**src/rtl/sram_axi_bridge.sv**
```systemverilog
// Converts the core's inst and data SRAM-like ports into a single AXI master.
// It allows one outstanding read and one outstanding write, and data reads win arbitration.
module sram_axi_bridge (
    input  logic        clk,
    input  logic        resetn,

    input  logic        inst_sram_req,
    input  logic [31:0] inst_sram_addr,
    output logic [31:0] inst_sram_rdata,
    output logic        inst_sram_addrok,
    output logic        inst_sram_dataok,

    input  logic        data_sram_req,
    input  logic        data_sram_wr,
    input  logic [1:0]  data_sram_size,
    input  logic [31:0] data_sram_addr,
    input  logic [3:0]  data_sram_wstrb,
    input  logic [31:0] data_sram_wdata,
    output logic [31:0] data_sram_rdata,
    output logic        data_sram_addrok,
    output logic        data_sram_dataok,

    output logic [31:0] araddr,
    output logic [2:0]  arsize,
    output logic        arvalid,
    input  logic        arready,
    input  logic [31:0] rdata,
    input  logic        rvalid,
    output logic        rready,

    output logic [31:0] awaddr,
    output logic [2:0]  awsize,
    output logic        awvalid,
    input  logic        awready,
    output logic [31:0] wdata,
    output logic [3:0]  wstrb,
    output logic        wvalid,
    input  logic        wready,
    input  logic        bvalid,
    output logic        bready
);

    typedef enum logic [1:0] {
        R_IDLE = 2'd0,
        R_AR   = 2'd1,
        R_R    = 2'd2
    } rstate_t;

    typedef enum logic [1:0] {
        W_IDLE = 2'd0,
        W_AWW  = 2'd1,
        W_B    = 2'd2
    } wstate_t;

    rstate_t     rstate;
    rstate_t     rstate_next;
    wstate_t     wstate;
    wstate_t     wstate_next;

    logic        rsel;
    logic [31:0] rd_addr;
    logic [2:0]  rd_size;

    logic [31:0] wr_addr;
    logic [2:0]  wr_size;
    logic [3:0]  wr_strb;
    logic [31:0] wr_data;
    logic        aw_done;
    logic        w_done;

    logic        data_rd_acc;
    logic        inst_rd_acc;
    logic        data_wr_acc;
    logic        aw_fire;
    logic        w_fire;

    // Acceptance is gated by resetn so no addrok can leak out while the bridge is held in reset.
    always_comb begin
        data_rd_acc = resetn && (rstate == R_IDLE) && (wstate == W_IDLE)
                      && data_sram_req && !data_sram_wr;
        inst_rd_acc = resetn && (rstate == R_IDLE) && inst_sram_req && !data_rd_acc;
        data_wr_acc = resetn && (wstate == W_IDLE) && data_sram_req && data_sram_wr
                      && !((rstate != R_IDLE) && rsel);
    end

    assign aw_fire = awvalid && awready;
    assign w_fire  = wvalid && wready;

    // Read channel next state and outputs
    always_comb begin
        rstate_next      = rstate;
        arvalid          = 1'b0;
        rready           = 1'b0;
        inst_sram_dataok = 1'b0;
        case (rstate)
            R_IDLE: begin
                if (data_rd_acc || inst_rd_acc) begin
                    rstate_next = R_AR;
                end
            end
            R_AR: begin
                arvalid = 1'b1;
                if (arready) begin
                    rstate_next = R_R;
                end
            end
            R_R: begin
                rready           = 1'b1;
                inst_sram_dataok = rvalid && !rsel;
                if (rvalid) begin
                    rstate_next = R_IDLE;
                end
            end
            default: rstate_next = R_IDLE;
        endcase
    end

    always_ff @(posedge clk or negedge resetn) begin
        if (!resetn) begin
            rstate <= R_IDLE;
        end else begin
            rstate <= rstate_next;
        end
    end

    always_ff @(posedge clk or negedge resetn) begin
        if (!resetn) begin
            rsel    <= 1'b0;
            rd_addr <= 32'd0;
            rd_size <= 3'd0;
        end else if (data_rd_acc) begin
            rsel    <= 1'b1;
            rd_addr <= data_sram_addr;
            rd_size <= {1'b0, data_sram_size};
        end else if (inst_rd_acc) begin
            rsel    <= 1'b0;
            rd_addr <= inst_sram_addr;
            rd_size <= 3'd2;
        end
    end

    // Write channel next state and outputs; AW and W complete independently
    always_comb begin
        wstate_next = wstate;
        awvalid     = 1'b0;
        wvalid      = 1'b0;
        bready      = 1'b0;
        case (wstate)
            W_IDLE: begin
                if (data_wr_acc) begin
                    wstate_next = W_AWW;
                end
            end
            W_AWW: begin
                awvalid = !aw_done;
                wvalid  = !w_done;
                if ((aw_done || aw_fire) && (w_done || w_fire)) begin
                    wstate_next = W_B;
                end
            end
            W_B: begin
                bready = 1'b1;
                if (bvalid) begin
                    wstate_next = W_IDLE;
                end
            end
            default: wstate_next = W_IDLE;
        endcase
    end

    always_ff @(posedge clk or negedge resetn) begin
        if (!resetn) begin
            wstate <= W_IDLE;
        end else begin
            wstate <= wstate_next;
        end
    end

    always_ff @(posedge clk or negedge resetn) begin
        if (!resetn) begin
            wr_addr <= 32'd0;
            wr_size <= 3'd0;
            wr_strb <= 4'd0;
            wr_data <= 32'd0;
        end else if (data_wr_acc) begin
            wr_addr <= data_sram_addr;
            wr_size <= {1'b0, data_sram_size};
            wr_strb <= data_sram_wstrb;
            wr_data <= data_sram_wdata;
        end
    end

    always_ff @(posedge clk or negedge resetn) begin
        if (!resetn) begin
            aw_done <= 1'b0;
            w_done  <= 1'b0;
        end else if (data_wr_acc) begin
            aw_done <= 1'b0;
            w_done  <= 1'b0;
        end else if (wstate == W_AWW) begin
            if (aw_fire) begin
                aw_done <= 1'b1;
            end
            if (w_fire) begin
                w_done <= 1'b1;
            end
        end
    end

    // Only one data transaction is ever in flight, so read and write completions never collide here.
    always_comb begin
        inst_sram_addrok = inst_rd_acc;
        data_sram_addrok = data_rd_acc || data_wr_acc;
        data_sram_dataok = ((rstate == R_R) && rvalid && rsel)
                           || ((wstate == W_B) && bvalid);
        inst_sram_rdata  = rdata;
        data_sram_rdata  = rdata;
        araddr           = rd_addr;
        arsize           = rd_size;
        awaddr           = wr_addr;
        awsize           = wr_size;
        wstrb            = wr_strb;
        wdata            = wr_data;
    end

endmodule
```
**config.mk**
```make
export PLATFORM = sky130hd
export DESIGN_NAME = sram_axi_bridge
export DESIGN_NICKNAME = d
export VERILOG_FILES = /design/src/rtl/sram_axi_bridge.sv
export SDC_FILE = /design/constraint.sdc
export NUM_CORES = 1
export LEC_CHECK = 0
export BUFFER_PORTS_ARGS = -buffer_cell sky130_fd_sc_hd__buf_2
export CORE_ASPECT_RATIO = 1.5
export CORE_MARGIN = 10
export CORE_UTILIZATION = 43
export DETAILED_ROUTE_END_ITERATION = 8
export HOLD_SLACK_MARGIN = 0.05
export PLACE_DENSITY = 0.81
export SLEW_MARGIN = 15
export SYNTH_ARGS = -nofsm -noshare
export SYNTH_HDL_FRONTEND = slang
export SYNTH_SLANG_ARGS = --single-unit
```
**constraint.sdc**
```tcl
create_clock -name clk -period 2.3 [get_ports clk]
set_input_delay 0.46 -clock clk [delete_from_list [all_inputs] [get_ports clk]]
set_output_delay 0.46 -clock clk [all_outputs]
set_load 0.05 [all_outputs]
```
==> out/qor.yml, run 1 <==
run_status:
  outcome: "complete, no violations"
drt:
  detail_route.vias_per_cell: 5.279
  drcViolationCount: 0
  detail_route.wirelength_mm: 17.38
  dr_total_vias: 4012
  antenna_left: 0
  routed_wire_length_per_instance_um: 22.87
  drt-pass1-iter-count: 4
  drt-initial-drc-count: 139
synth:
  ys_async_rst_share_pct: 100.0
  seq_area_frac_synth_pct: 53.74
  synth_edf_count: 0
  netlist_area_mm2: 0.005169
  synthTopCellsByArea: "sky130_fd_sc_hd__dfrtp_1 54%, sky130_fd_sc_hd__mux2_2 11%, sky130_fd_sc_hd__buf_4 9.7%, sky130_fd_sc_hd__o221ai_1 5.4%, sky130_fd_sc_hd__mux2_1 4.1%"
  synth-seq-cells: 111
  synthTopCellsByCount: "111 x sky130_fd_sc_hd__dfrtp_1, 67 x sky130_fd_sc_hd__buf_4, 51 x sky130_fd_sc_hd__mux2_2"
  synth.top_cell.area_share_pct: 53.74
  synth_top_flop_cell: "sky130_fd_sc_hd__dfrtp_1"
  yosysWarningCount: 0
  syn-mean-instance-area_um2: 11.59
  yosys.area.top_type: "sky130_fd_sc_hd__dfrtp_1"
  yosys.cell_count.top_type: "sky130_fd_sc_hd__dfrtp_1"
  synthCells: 446
  distinct_cell_type_count_of_the_synthesized_netlist: 31
sta:
  fmax_mhz: 463.4
  min_period_over_period_pct: 93.83
  setup_viol: 0
  holdWs_ns: 0.2761
  setup-tns-final_ns: 0
  maxSlewHeadroom_pct: 49.57
  finalHoldViolCount: 0
  rsz0062_at_grt: "no"
  max_slew.worst_pin.slew_ns: 0.7565
  finalMaxSlewViolations: 0
  clock-skew-final_ns: 0.01105
  period_minus_slack_ns: 2.158
grt:
  antenna_found_initial: 2
  grt_use_total_pct: 20.13
  grt_pass1_vias: 4599
  grt_overflow: 0
  grt_pass1_wl_mm: 25.59
  grt_max_degree: 59
hold_path:
  worst_hold_path_type: "input port to asynchronous set/reset pin"
floorplanning:
  floorplan.die_area_mm2: 0.01690
  die_h_um: 154.3
  fp.coreArea_mm2: 0.01189
  starting_density_of_the_core_pct: 43.46
  die_width_um: 109.5
  floorplan.io_pins: 323
  placementRows: 49
flow_run:
  maxCapViolations: 0
critical_path:
  crit_path_start_kind: "flip-flop"
  sort_of_element_at_the_end_of_the_critical_path: "output pin"
  worst-endpoint-required_ns: 1.84
  critical_path_class: "flip-flop to output pin"
  timing.critical_path.fanout_max: 8
  arrival_time_at_the_worst_endpoint_ns: 1.70
power_and_ir_drop:
  power.ir.vdd_worst_uv: 894.3
  static-leakage-power_nw: 3.229
  p_per_cell_area_mw_per_mm2: 1800
cts:
  hold_buf_cts: 0
  maximum_buffer_depth_of_the_clock_tree: 2
  htree_levels: 3
  postCtsResizedCells: 0
  clock_latency_of_the_later_clocked_register_in_the_worst_skew_pair_ns: 0.35
  cts.sink_count: 111
  cts_root_buffer: "sky130_fd_sc_hd__clkbuf_16"
  post-cts-setup-buffers: 0
  path_clk_slew_ns: 0.07
  cts_tree: "built"
  numCtsBuffers: 9
final_layout:
  final_net_count: 744
  post_route_cells_drive_above_1_share_pct: 50.58
  syn2layout_area_growth_pct: 21.06
  layout.cell_area.non_filler_mm2: 0.006257
placed_design:
  numPortBuffers: 224
  gp_congestion: 0.8755
  dpl.hpwl_mm: 13.83
  dpl_cell_area_mm2: 0.005934
==> final cells by class <==
| type | instances | area, um2 |
|---|---|---|
| clock buffers | 11 | 252.7 |
| repair buffers | 233 | 1204 |
| fillers | 1086 | 5637 |
| diodes | 2 | 5.005 |
| well taps | 153 | 191.4 |
| clock inverters | 5 | 65.06 |
| inverters | 36 | 135.1 |
| multi-input cells | 209 | 1627 |
| flip-flops and latches | 111 | 2778 |
==> critical path: stages (launching register included) <==
cell and delay (ns):
sky130_fd_sc_hd__dfrtp_1 0.48, sky130_fd_sc_hd__nand4bb_2 0.29, sky130_fd_sc_hd__a31o_2 0.27, sky130_fd_sc_hd__inv_1 0.06, sky130_fd_sc_hd__buf_2 0.26
==> state kept, by name, indices dropped and copies added, names as in the netlist <==
signal   flops
awsize       2
wstrb        4
w_done       1
rstate       2
araddr      32
wdata       32
aw_done      1
awaddr      32
rsel         1
arsize       2
wstate       2
==> layout by cell type (no fill, tap or decap), drive strengths merged, types with 4 or more instances in the layout <==
cell type	n
nand3	35
nand2	36
inv	37
dfrtp	111
buf	233
o21ai	4
clkbuf	11
mux2	70
nor2b	6
nor2	7
o221ai	32
==> path summary, 6_finish.rpt <==
| kind | end | slack [ns] | startpoint | cells past startpoint |
|---|---|---|---|---|
| max reg2reg | araddr[4] | 0.28 | wstate[1] | 5 |
| min in group clk | wdata[19] | 0.33 | data_sram_wdata[19] | 2 |
| min reg2reg | wdata[30] | 0.48 | wdata[30] | 1 |
| min | wdata[31] | 0.28 | resetn | 2 |
| max in group asynchronous | awaddr[7] | 1.48 | resetn | 2 |
| max | inst_sram_addrok | 0.14 | rstate[0] | 4 |
==> power breakdown <==
part	internal, mW	switching, mW	total [mW]	leakage [nW]
Sequential	2.90	0.522	3.42	1.35
Clock	0.915	0.720	1.64	0.156
Combinational	1.50	4.70	6.21	1.72
Total	5.32	5.95	11.3	3.23
==> per-stage QoR <==
| stage | setup slack [ns] | std cells | util [%] | power (mW) |
|---|---|---|---|---|
| after floorplan | 0.1103 | 447 | - | 8.328 |
| after global placement | 0.2688 | 742 | 49.89 | 9.548 |
| after detailed placement | 0.2031 | 742 | 49.89 | 9.729 |
| after CTS | 0.1206 | 758 | 52.57 | 11.38 |
| after global routing | 0.04045 | 760 | 52.61 | 11.77 |
| final | 0.1420 | 760 | 52.61 | 11.26 |
==> logic make-up after synthesis <==
| family | share of synthesized area [%] |
|---|---|
| AO/OA/AOI/OAI | 7.189 |
| flip-flops | 53.74 |
| buffers and inverters | 15.13 |
| multiplexers | 15.25 |
| other | 0.07255 |
| AND/OR/NAND/NOR | 8.618 |
==> per-layer routing <==
layer  routed length, um  share of wire, %  GRT usage, %
met5                   0                 0             0
met4                1507               8.7         19.53
met3                2293                13         10.44
met2                8873                51         33.05
met1                4708                27         16.28
Power figures use the tool's default switching activity.
==> run 2: changes to the inputs <==
SETUP_SLACK_MARGIN = 0.4   (was unset)
==> run 2 against run 1 <==
Compared with the run above: via count shrank 0.27%; maximum frequency grew 14%; cell count grew 2.0%; count of clock-buffer cells in the layout shrank 1; global-route usage shrank 0.24 points; die area is the same; final area grew 4.3%; flip-flop and latch count is the same; critical path depth is the same; clock power is essentially flat; critical endpoint unchanged; largest power group unchanged; highest routed layer unchanged.
==> out/qor.yml, run 2 (synthesized netlist as in run 1, its figures left out) <==
grt:
  grt_use_total_pct: 19.89
  grt_overflow: 0
  grt_max_degree: 79
  antenna_found_initial: 1
  globalRouteMet2Util_pct: 34.96
  grt_pass1_wl_mm: 25.49
  grt-busiest-layer: "met2"
  grt_util_met3_pct: 9.484
  grt_pass1_vias: 4429
  grt.met1_usage_pct: 17.43
power_and_ir_drop:
  power.ir.vdd_worst_uv: 1040
  static-leakage-power_nw: 3.345
  p_per_cell_area_mw_per_mm2: 1765
  p_total_mw: 11.51
sta:
  holdWs_ns: 0.1958
  fmax_mhz: 528.6
  max_slew.worst_pin.slew_ns: 0.9793
  min_period_over_period_pct: 82.25
  clock-skew-final_ns: 0.01409
  setup_viol: 0
  setup-tns-final_ns: 0
  setup_slack_ns: 0.4082
  finalHoldViolCount: 0
  rsz0062_at_grt: "yes"
  maxSlewHeadroom_pct: 34.71
  finalMaxSlewViolations: 0
  period_minus_slack_ns: 1.892
cts:
  cts_tree: "built"
  clock_latency_of_the_later_clocked_register_in_the_worst_skew_pair_ns: 0.34
  path_clk_slew_ns: 0.08
  numCtsBuffers: 9
  cts.sink_count: 111
  cts_root_buffer: "sky130_fd_sc_hd__clkbuf_16"
  htree_levels: 3
  maximum_buffer_depth_of_the_clock_tree: 2
final_layout:
  leading_cell_types_in_the_layout_fill_and_taps_excluded: "219 x sky130_fd_sc_hd__buf_2, 109 x sky130_fd_sc_hd__dfrtp_1, 51 x sky130_fd_sc_hd__mux2_2"
  post_route_cells_drive_above_1_share_pct: 53.78
  mostFrequentLayoutCell: "sky130_fd_sc_hd__buf_2"
  final_cells: 775
  syn2layout_area_growth_pct: 26.22
  final_net_count: 760
drt:
  drcViolationCount: 0
  antenna_left: 0
  drt-initial-drc-count: 100
  detail_route.wirelength_mm: 17.28
  routed_wire_length_per_instance_um: 22.30
  dr_total_vias: 4001
  drt-pass1-iter-count: 6
  detail_route.vias_per_cell: 5.163
floorplanning:
  fp.coreArea_mm2: 0.01189
  starting_density_of_the_core_pct: 43.46
  placementRows: 49
  floorplan.io_pins: 323
  die_h_um: 154.3
  die_width_um: 109.5
  floorplan.die_area_mm2: 0.01690
critical_path:
  timing.critical_path.fanout_max: 3
  rr_startpoint: "rstate[0]"
  crit_path_start_kind: "flip-flop"
  critical-path-top-delay-family: "flip-flops"
  rr_worst_depth: 6
  worst-endpoint-required_ns: 1.84
  cp_slowest_cell: "sky130_fd_sc_hd__dfrtp_2"
  r2r_setup_slack_ns: 0.49
  slowest_cell_delay_on_critical_path_ns: 0.43
  sort_of_element_at_the_end_of_the_critical_path: "output pin"
  r2r-end: "wstrb[2]"
  worstPathBufferInverterCount: 2
  arrival_time_at_the_worst_endpoint_ns: 1.43
  crit_chain: "nand4bb_4 -> a31o_4 -> inv_4 -> buf_12"
  critical_path_class: "flip-flop to output pin"
placed_design:
  dpl.hpwl_mm: 13.65
  preCtsSetupSlack_ns: 0.4280
  numPortBuffers: 224
  gp_congestion: 0.8646
  placed_cells: 745
flow_run:
  maxCapViolations: 0
run_status:
  outcome: "complete, no violations"
hold_path:
  worst_hold_path_type: "input port to asynchronous set/reset pin"
-- run 2: worst register-to-register path, stage by stage (launching register included) --
cell,delay (ns)
sky130_fd_sc_hd__dfrtp_2,0.43
sky130_fd_sc_hd__buf_4,0.15
sky130_fd_sc_hd__buf_4,0.14
sky130_fd_sc_hd__o21ai_2,0.17
sky130_fd_sc_hd__and3_4,0.26
sky130_fd_sc_hd__clkbuf_16,0.20
sky130_fd_sc_hd__mux2_1,0.34
-- run 2: routing by layer --
layer	up-vias	share of wire, %
li1	1806	-
met2	165	53
met5	-	0
met4	0	5.5
met1	1947	30
met3	83	12
-- run 2: metrics by stage --
step                cell area [um2]  utilization [%]
CTS                            6397            53.79
global route                   6521            54.83
floorplan                      5190                -
finish                         6524            54.85
global placement               5984            50.32
detailed placement             5984            50.32
-- run 2: power breakdown --
group	total (mW)	internal (mW)	switching [mW]
clock network	1.62	0.893	0.724
logic	6.49	1.71	4.78
registers	3.41	2.90	0.505
total	11.5	5.50	6.01
-- run 2: layout make-up --
class | instances | area [um2]
fill | 1050 | 5370
sequential | 111 | 2780
multi-input combinational | 209 | 1689
timing repair buffer | 249 | 1411
clock buffer | 10 | 239.0
tap | 153 | 191.4
inverter | 36 | 137.6
clock inverter | 6 | 72.57
antenna | 1 | 2.502
-- run 2: repair_timing --
item | in CTS | in global routing
resized for setup | 14 | 15
setup endpoints to repair | 5 | 84
gates cloned | 0 | 1
hold buffers | 0 | 0
setup buffers | 7 | 5
pin swaps | 1 | 5
-- run 2: worst max-delay path by stage --
stage	start	end	slack [ns]	depth (start not counted)
finish	rstate[0]	inst_sram_addrok	0.41	4
floorplan	rstate[0]	inst_sram_addrok	0.41	5
global route	rstate[0]	inst_sram_addrok	0.35	4
CTS	rstate[0]	inst_sram_addrok	0.36	4
detailed placement	rstate[0]	inst_sram_addrok	0.43	4
global placement	rstate[0]	inst_sram_addrok	0.45	4
